$ cat src/rtl/demo_input_sequencer.sv
// demo_input_sequencer: attract-mode replay of a fixed frog-move table onto the four switch lines.
// Define DEMO_LOOP_EN to replay the table forever instead of stopping in DONE.
module demo_input_sequencer #(
  parameter int TICK_DIV    = 250000,
  parameter int START_TICKS = 10,
  parameter int GAP_TICKS   = 20,
  parameter int NUM_STEPS   = 16,
  localparam int STEP_BITS  = $clog2(NUM_STEPS)
) (
  input  logic                 i_Clk,
  input  logic                 i_Reset,
  input  logic                 i_Enable,
  input  logic                 i_Game_Active,
  input  logic                 i_Player_Activity,
  output logic                 o_Switch_1,
  output logic                 o_Switch_2,
  output logic                 o_Switch_3,
  output logic                 o_Switch_4,
  output logic                 o_Demo_Active,
  output logic [STEP_BITS-1:0] o_Step,
  output logic                 o_Done
);
  localparam int CW   = TICK_DIV > 1 ? $clog2(TICK_DIV) : 1;
  localparam int TMAX = START_TICKS > GAP_TICKS ? (START_TICKS > 4 ? START_TICKS : 4)
                                                : (GAP_TICKS > 4 ? GAP_TICKS : 4);
  localparam int TW   = $clog2(TMAX + 1);

  typedef enum logic [2:0] {IDLE, START, ARM, PRESS, GAP, DONE} state_t;

  state_t               state_q, state_d;
  logic [CW-1:0]        cnt_q, cnt_d;
  logic [TW-1:0]        tcnt_q, tcnt_d;
  logic [STEP_BITS-1:0] step_q, step_d, step_n;
  logic                 armed_q, armed_d;
  logic [3:0]           sw_q, sw_d;
  logic                 demo_q, demo_d, done_q, done_d;
  logic                 tick, abort, last;

  // Move table, split into direction (0=Up,1=Left,2=Right,3=Down) and hold (press = hold+1 ticks)
  function automatic logic [1:0] dir_of(input logic [STEP_BITS-1:0] s);
    return int'(s) == 11 ? 2'd1 : int'(s) == 12 ? 2'd2 : int'(s) == 13 ? 2'd3 : 2'd0;
  endfunction

  function automatic logic [1:0] hold_of(input logic [STEP_BITS-1:0] s);
    return (int'(s) == 11 || int'(s) == 12) ? 2'd1 : int'(s) == 13 ? 2'd0 : int'(s) >= 14 ? 2'd3 : 2'd2;
  endfunction

  always_comb begin
    tick    = cnt_q == CW'(TICK_DIV - 1);
    abort   = i_Player_Activity && state_q != IDLE;
    last    = step_q == STEP_BITS'(NUM_STEPS - 1);
    state_d = state_q;
    step_n  = step_q;
    if (abort || !i_Enable)
      state_d = IDLE;
    else if (!i_Game_Active && (state_q == PRESS || state_q == GAP))
      state_d = START;
    else
      case (state_q)
        IDLE:    if (armed_q && !i_Player_Activity) state_d = START;
        START:   if (tick && tcnt_q == TW'(START_TICKS - 1)) state_d = ARM;
        ARM:     if (i_Game_Active) state_d = PRESS;
        PRESS:   if (tick && tcnt_q == TW'(hold_of(step_q))) state_d = GAP;
        GAP:     if (tick && tcnt_q == TW'(GAP_TICKS - 1)) begin
`ifdef DEMO_LOOP_EN
          step_n  = last ? '0 : step_q + 1'b1;
          state_d = PRESS;
`else
          step_n  = last ? step_q : step_q + 1'b1;
          state_d = last ? DONE : PRESS;
`endif
        end
        default: ;
      endcase
    step_d  = (state_d == IDLE || state_d == START) ? '0 : step_n;
    // Arming only returns on a disabled cycle so an abort cannot relaunch under the player's hand
    armed_d = abort ? 1'b0 : !i_Enable ? 1'b1 : armed_q;
    cnt_d   = (state_d != state_q || tick) ? '0 : cnt_q + 1'b1;
    tcnt_d  = state_d != state_q ? '0 : tcnt_q + TW'(tick);
    sw_d    = state_d == START ? 4'hF : state_d == PRESS ? 4'b0001 << dir_of(step_d) : 4'h0;
    demo_d  = state_d != IDLE;
`ifdef DEMO_LOOP_EN
    done_d  = 1'b0;
`else
    done_d  = state_d == DONE;
`endif
  end

  always_ff @(posedge i_Clk or posedge i_Reset)
    if (i_Reset) begin
      state_q <= IDLE;
      cnt_q   <= '0;
      tcnt_q  <= '0;
      step_q  <= '0;
      armed_q <= 1'b1;
      sw_q    <= 4'h0;
      demo_q  <= 1'b0;
      done_q  <= 1'b0;
    end else begin
      state_q <= state_d;
      cnt_q   <= cnt_d;
      tcnt_q  <= tcnt_d;
      step_q  <= step_d;
      armed_q <= armed_d;
      sw_q    <= sw_d;
      demo_q  <= demo_d;
      done_q  <= done_d;
    end

  assign o_Switch_1    = sw_q[0];
  assign o_Switch_2    = sw_q[1];
  assign o_Switch_3    = sw_q[2];
  assign o_Switch_4    = sw_q[3];
  assign o_Demo_Active = demo_q;
  assign o_Step        = step_q;
  assign o_Done        = done_q;
endmodule

$ cat config.mk
export PLATFORM = sky130hd
export DESIGN_NAME = demo_input_sequencer
export DESIGN_NICKNAME = d
export VERILOG_FILES = /design/src/rtl/demo_input_sequencer.sv
export SDC_FILE = /design/constraint.sdc
export NUM_CORES = 1
export LEC_CHECK = 0
export CAP_MARGIN = 40
export CELL_PAD_IN_SITES_DETAIL_PLACEMENT = 1
export CELL_PAD_IN_SITES_GLOBAL_PLACEMENT = 1
export CORE_UTILIZATION = 40
export CTS_CLUSTER_DIAMETER = 150
export DETAILED_ROUTE_END_ITERATION = 12
export HOLD_SLACK_MARGIN = 0.06
export PLACE_DENSITY = 0.71
export SYNTH_ARGS = -nofsm -noshare
export SYNTH_HDL_FRONTEND = slang
export SYNTH_SLANG_ARGS = --single-unit
$ cat constraint.sdc
create_clock -name i_Clk -period 3 [get_ports i_Clk]
set_input_delay 0.6 -clock i_Clk [delete_from_list [all_inputs] [get_ports i_Clk]]
set_output_delay 0.6 -clock i_Clk [all_outputs]
set_load 0.02 [all_outputs]
======== After elaboration in Yosys (flattened, before gate mapping) ========
Cells that the tools add are included.
word-level totals
  input bits .............................. 5
  output and inout bits ................... 10
  register bits after elaboration ......... 37
  word-level logic and storage cells ...... 78
operators by class
  equal/unequal tests ..................... 20
  shift operators ......................... 1
  $lt $le $gt $ge ......................... 1
  reductions and logical operators ........ 18
  mux-type cells .......................... 27
  $add $sub $neg .......................... 3
operators with widths
  cell                     count
  $mux W4                  8
  $mux W3                  8
  $add A18 B1 Y18 const B  1
  $eq A18 B18 Y1 const B   1
  $mux W18                 1
  $eq A4 B3 Y1 const B     4
  $pmux W3 S5              1
  $eq A4 B4 Y1 const B     3
  $mux W2                  5
  $eq A3 B2 Y1 const B     3
  $eq A3 B1 Y1 const B     2
  $eq A3 B3 Y1 const B     2
  $logic_and A1 B1 Y1      6
  $logic_not A3 Y1         2
  $reduce_bool A3 Y1       2
  $add A5 B1 Y5            1
  $eq A5 B2 Y1             1
  $eq A5 B4 Y1 const B     1
  $eq A5 B5 Y1 const B     1
  $logic_or A1 B1 Y1       5
  $mux W5                  1
  $add A4 B1 Y4 const B    1
  $ge A4 B4 Y1 const B     1
  $shl A1 B2 Y4 const A    1
  4 further kinds          8

======== Depth between registers and ports, before layout ========
Gate-level depths: netlist (run 1).
  depth in word-level cells ............... 20
  mapped depth ............................ 10
  depth with buffers taken out ............ 10

======== Worst setup path before layout (run 1) ========
Ideal clock, no wire load.
  kind .................................... register to register
  from .................................... reg step_q[0], in the netlist o_Step[0]
  to ...................................... reg cnt_q[11]
  data required time ...................... 2877 ps
  period minus slack after synthesis ...... 2634 ps
  arrival ................................. 2511 ps
  stages on the path, launching flop included .. 11
  setup time .............................. 123 ps
  buffers on the path ..................... 1
  slack ................................... 366 ps
  cells stage by stage .................... dfrtp_1 -> inv_1 -> ha_1 -> nand2b_1 -> o41ai_1 -> nand3b_1 -> a2111oi_4 -> o21ai_2 -> a21oi_2 -> buf_6 -> nor4_1
on the way
  word-level cells in the longest chain between the ends .. 13
  elaborated cells on any way between the ends .. 20
  those cells by class .................... 1 x order compare; 6 x eq/ne; 10 x mux; 3 x reduce/logical
ends and longest elaborated chain
  what                    RTL line  source
  start, declared         33        logic [STEP_BITS-1:0] step_q, step_d, step_n;
  start signal, assigned  103       step_q <= step_d;
  $ge A4 B4 Y1            45        return (int'(s) == 11 || int'(s) == 12) ? 2'd1 : int'(s) == 13 ? 2'd0 : int'(s) >= 14 ? 2'd3 : 2'd2;
  $mux W1                 45
  $mux W2 (2 in series)   45
  $eq A5 B2 Y1            63        PRESS: if (tick && tcnt_q == TW'(hold_of(step_q))) state_d = GAP;
  $logic_and A1 B1 Y1     63
  $mux W3                 63
  $pmux W3 S5 *           59        case (state_q)
  $mux W3 *               56        else if (!i_Game_Active && (state_q == PRESS || state_q == GAP))
  $mux W3 *               54        if (abort || !i_Enable)
  $ne A3 B3 Y1 *          78        cnt_d = (state_d != state_q || tick) ? '0 : cnt_q + 1'b1;
  $logic_or A1 B1 Y1 *    78
  $mux W18 *              78
  net cnt_d[11]           31        logic [CW-1:0] cnt_q, cnt_d;
  end signal, assigned    101       cnt_q <= cnt_d;
  end, declared           31
Mark *: on every way through the listed nets, which the timed path passes. The rest lies on a longest branch.
A chain may end at the register's enable or synchronous reset.

======== Worst setup path after layout (run 1) ========
  from .................................... reg cnt_q[6]
  to ...................................... reg sw_q[0]
on the way
  word-level cells in the longest chain between the ends .. 16
  elaborated cells on any way between the ends .. 28
  those cells by class .................... 6 x eq/ne; 1 x shift; 16 x mux; 5 x reduce/logical
ends and longest elaborated chain
  what                                                     RTL line    source
  $eq A18 B18 Y1 *                                         49          tick = cnt_q == CW'(TICK_DIV - 1);
  $logic_and A1 B1 Y1 (on tied branches)                   64, 61, 63
  $mux W3 (on tied branches)                               64, 61, 63
  $pmux W3 S5                                              59
  $mux W3                                                  56
  $mux W3                                                  54
  $eq A3 B1 Y1 / $logic_not A3 Y1 (equally long branches)  75, 80
  $logic_or A1 B1 Y1                                       75          step_d = (state_d == IDLE || state_d == START) ? '0 : step_n;
  $mux W4                                                  75
  $eq A4 B3 Y1                                             41          return int'(s) == 11 ? 2'd1 : int'(s) == 12 ? 2'd2 : int'(s) == 13 ? 2'd3 : 2'd0;
  $mux W2 (3 in series)                                    41
  $shl A1 B2 Y4                                            80          sw_d = state_d == START ? 4'hF : state_d == PRESS ? 4'b0001 << dir_of(step_d) : 4'h0;
  $mux W4                                                  80
  $mux W4 *                                                80
  net sw_d[0]                                              35          logic [3:0] sw_q, sw_d;
  end signal, assigned                                     105         sw_q <= sw_d;
  end, declared                                            35
Marked as above.

==> results of run 1 <==
flip-flops by register name (all words and copies together), names as in the netlist:
register       flops
cnt_q             18
state_q            3
tcnt_q             5
armed_q            1
o_Demo_Active      1
sw_q               4
o_Done             1
o_Step             4
synthesized netlist by cell type, drive strengths merged, types with 2 or more instances:
master	instances	area, um^2
ha	7	87.6
nand2	18	67.6
o21ai	8	43.8
and2	4	27.5
and3	6	40.0
nor2	18	67.6
inv	12	45.0
xor2	10	87.6
nand3b	2	15.0
nand3	13	70.1
nor4b	3	26.3
nand4	5	31.3
or3	6	37.5
a21boi	2	15.0
o21a	2	15.0
nor3b	2	20.0
nand4b	2	17.5
dfrtp	36	901
o31ai	6	45.0
nor3	11	65.1
a211oi	3	35.0
a21oi	6	37.5
clkbuf	2	27.5
or4	2	15.0
o41ai	2	17.5
nor4	22	168
buf	8	67.6
and4	2	18.8
nand2b	3	18.8
xnor2	12	105
a21o	2	16.3
cell type report:
cell class              instances  area (um^2)  share of cell area [%]
clock inverters                 3         68.8                    2.47
flip-flops and latches         37          927                    33.3
clock buffers                   5         68.8                    2.47
multi-input cells             189         1330                    47.6
inverters                      12         45.0                    1.62
repair buffers                 25          260                    9.34
well taps                      72         90.1                    3.23
power by group:
part           internal [mW]  switching, mW  total, mW
sequential             0.537         0.0306      0.568
clock                  0.335          0.202      0.537
combinational         0.0872          0.113      0.200
total                  0.959          0.345       1.30
per-layer routing:
layer	GRT usage, %	share of wire, %	vias up
li1	-	-	956
met1	29.9	51	972
met2	32.8	45	21
met3	3.45	2.5	6
met4	6.55	1.4	0
met5	0	0	-
worst paths after layout:
kind                                      from                   to  slack [ps]  depth (start not counted)
setup / recovery            cnt_q[6]$_DFF_PP0_    sw_q[0]$_DFF_PP0_         200                          7
hold / removal             armed_q$_DFFE_PP1P_  armed_q$_DFFE_PP1P_         520                          2
setup reg to reg            cnt_q[6]$_DFF_PP0_    sw_q[0]$_DFF_PP0_         200                          7
hold reg to reg            armed_q$_DFFE_PP1P_  armed_q$_DFFE_PP1P_         520                          2
max in group asynchronous              i_Reset  armed_q$_DFFE_PP1P_        1930                          3
min in group asynchronous              i_Reset  cnt_q[15]$_DFF_PP0_         720                          3
kinds of logic after synthesis:
kind of cell / synth area share (%)
and+or+nand+nor: 31.6
DFF: 38.8
AOI/OAI and AO/OA: 11.7
xor gates and xnor gates: 8.06
buffers and inverters: 5.86
adders and majority gates: 3.66
muxes: 0.419
layout by cell type (no fill, tap or decap), types with 4 or more instances in the layout:
cell type	n
sky130_fd_sc_hd__nand3_1	12
sky130_fd_sc_hd__xor2_1	10
sky130_fd_sc_hd__a21oi_1	4
sky130_fd_sc_hd__o31ai_1	6
sky130_fd_sc_hd__inv_1	12
sky130_fd_sc_hd__dfrtp_1	36
sky130_fd_sc_hd__ha_1	7
sky130_fd_sc_hd__buf_4	8
sky130_fd_sc_hd__clkbuf_8	5
sky130_fd_sc_hd__nor2_1	18
sky130_fd_sc_hd__nor4_1	20
sky130_fd_sc_hd__o21ai_0	7
sky130_fd_sc_hd__clkdlybuf4s50_1	14
sky130_fd_sc_hd__nand4_1	5
sky130_fd_sc_hd__and3_1	4
sky130_fd_sc_hd__nor3_1	9
sky130_fd_sc_hd__nand2_1	18
sky130_fd_sc_hd__or3_1	6
sky130_fd_sc_hd__xnor2_1	12
metrics by stage:
stage / cell area [um^2] / util [%] / setup TNS [ps]
4_1_cts: 2780 / 49.3 / 0
3_5_place_dp: 2650 / 46.9 / -6.41
2_1_floorplan: 2390 / - / 0
6_report: 2790 / 49.4 / 0
3_3_place_gp: 2650 / 46.9 / 0
5_1_grt: 2790 / 49.4 / 0
worst reg2reg max path: cells and delay by family (launching register included):
| kind | cells | cell delay [ps] |
|---|---|---|
| AOI/OAI and AO/OA | 3 | 530 |
| DFF | 1 | 430 |
| and+or+nand+nor | 3 | 1430 |
| muxes | 1 | 270 |
what timing repair did:
item | in CTS | in global routing
gates resized for setup | 0 | 1
buffers inserted | 0 | 0
endpoints found under the setup margin | 0 | 3
==> results.md, run 1 <==
Outcome:
- The flow ran to the end, and the final reports show no timing, DRC or antenna violations.

Place:
- Routability-driven placement finished with a final weighted congestion of 0.782.
- The detailed placer's ending HPWL is 4.13 mm.
- Buffers placed on the I/O ports in this run total 14.
- The setup slack after placement is -6.41 ps.
- Counting tap cells, the placed design contains a total of 335 instances.

Global route:
- The total overflow left after global routing is 0.
- The number of antenna violations at the first check in global routing is 0.
- The via count of the first global-routing pass is 1990.
- The first global-routing pass estimated 10.2 mm of wire.
- The largest net degree at the start of global routing is 38.
- The all-layer global routing usage is 21.1%.

Cells and area:
- For this run, the number of standard cells in the final layout without fillers is 343.
- The number of antenna repair diodes is 0.
- The layout has 645 filler cells.
- The signed area change from the synthesized netlist to the final layout is 16.5%.
- Of the cells placed in the final design, the portion with a size suffix greater than 1 is 14.0%.
- The layout net count is 282.

Detailed routing:
- The per-cell routed wire length is 17.4 um.
- The first-pass iteration count of the detailed router is 4.
- The overall routed net length is 5.96 mm.
- The first-iteration detailed-routing DRC count is 87.
- The detail route stage leaves a number of antenna-violating nets equal to 0.
- After detailed routing, the number of remaining DRC violations is 0.
- Dividing the detail-routed via count by the number of cells gives 5.70.
- Across all layers, the routed design uses 1955 vias.

Worst setup path:
- The critical path is of the reg -> reg type.
- The highest net fanout along the worst path is 7.
- The largest stage delay on the critical path is 580 ps.
- The cell family contributing the most delay on the critical path is simple AND/OR/NAND/NOR gates.
- Walking the worst path, the cells encountered are or4b_1 > or3b_4 > nor4_1 > mux2i_1 > a21boi_0 > o21a_1 > o21ai_0.
- The data arrival time of the critical path is 2960 ps.
- The number of buffers and inverters on the critical path is 0.
- The endpoint class of the critical path is a flop.
- The worst setup path is launched from a flop.
- The cell with the largest stage delay on the worst path is sky130_fd_sc_hd__or4b_1.
- The endpoint required time on the critical path is 3160 ps.

CTS:
- The clock transition at the registers of the reported paths is 80 ps.
- The CTS tree is yes.
- Clock latency on the worst-skew pair, taken at its later pin, is 300 ps.
- The maximum count of clock buffers along a single path is 2.
- TritonCTS created 5 clock buffers.
- The number of buffers inserted for hold repair after clock tree synthesis is 0.
- The library cell used as clock root buffer is sky130_fd_sc_hd__clkbuf_8.
- CTS saw 37 sinks.
- The clock tree synthesis step divided the H-tree into 2 levels.

Power and ir drop:
- After layout, the design draws a total of 1.30 mW.
- The worst-case IR drop observed on VDD is 0.000327 V.
- The power density of the placed cells is 468 nW/um^2.
- The static leakage is 1.10 nW.

Floorplanning:
- The die covers 6290 um^2.
- The initial utilization of the core area, before any placement, comes to 42.4%.
- During I/O placement, the number of pins put on the boundary was 15.
- The die span in x is 79.3 um.
- In this run the standard cell core region covers 5640 um^2.
- The vertical die dimension is 79.3 um.
- The floorplan has 27 rows.

Yosys:
- The most common flop cell mapped by yosys is sky130_fd_sc_hd__dfrtp_1.
- The number of storage elements in the synthesis netlist is 37.
- The count of flip-flops with a built-in enable after synthesis is 0.
- Of all flip-flops after synthesis, the portion carrying an async set or reset was 100%.
- Synthesis produced a netlist with a net count of 260.
- The average cell area after synthesis is 9.64 um^2.
- The number of distinct standard cells referenced by the synthesized netlist is 55.
- The number of instances in the synthesized netlist is 248.
- The combined area of all synthesized cells is 2390 um^2.
- The register area share after synthesis is 38.8%.
- The Yosys step of the flow raised 0 warnings.

Timing:
- Dividing the final minimum period by the clock period gives 93.3%.
- The number of failing hold endpoints at the final stage is 0.
- The maximum clock frequency is 0.357 GHz.
- The headroom to the max-slew limit is 65.3%.
- The minimum clock period is 2800 ps.
- Setup violations remaining at the end of the flow were counted as 0.
- Across all hold checks on the routed design, the worst slack comes to 517 ps.
- The number of max-slew violations in the final report is 0.
- The worst setup margin is 201 ps.
- Setup repair after global routing left no endpoint under its margin.
- The clock arrives with 4.62 ps of skew.
- For the pin with the worst max-slew slack, the measured transition is 521 ps.

Worst hold path:
- The class of the most critical hold timing path is reg -> reg.

Flow run:
- The reported max-cap violation count is 0.
No activity file was read; power rests on OpenSTA's default activity.
==> inputs of run 2 (changes only) <==
--- a/config.mk
+++ b/config.mk
@@ -11,6 +11,7 @@
 export CORE_UTILIZATION = 40
 export CTS_CLUSTER_DIAMETER = 150
 export DETAILED_ROUTE_END_ITERATION = 12
+export GPL_ROUTABILITY_DRIVEN = 0
 export HOLD_SLACK_MARGIN = 0.06
 export PLACE_DENSITY = 0.71
 export SYNTH_ARGS = -nofsm -noshare
==> results of run 2 <==
Final layout, timing and power as in run 1 (identical DEF).
==> inputs of run 3 (changes only) <==
--- a/config.mk
+++ b/config.mk
@@ -14,6 +14,7 @@
 export GPL_ROUTABILITY_DRIVEN = 0
 export HOLD_SLACK_MARGIN = 0.06
 export PLACE_DENSITY = 0.71
+export SLEW_MARGIN = 30
 export SYNTH_ARGS = -nofsm -noshare
 export SYNTH_HDL_FRONTEND = slang
 export SYNTH_SLANG_ARGS = --single-unit
==> results of run 3 <==
Final layout, timing and power as in run 1 (identical DEF).
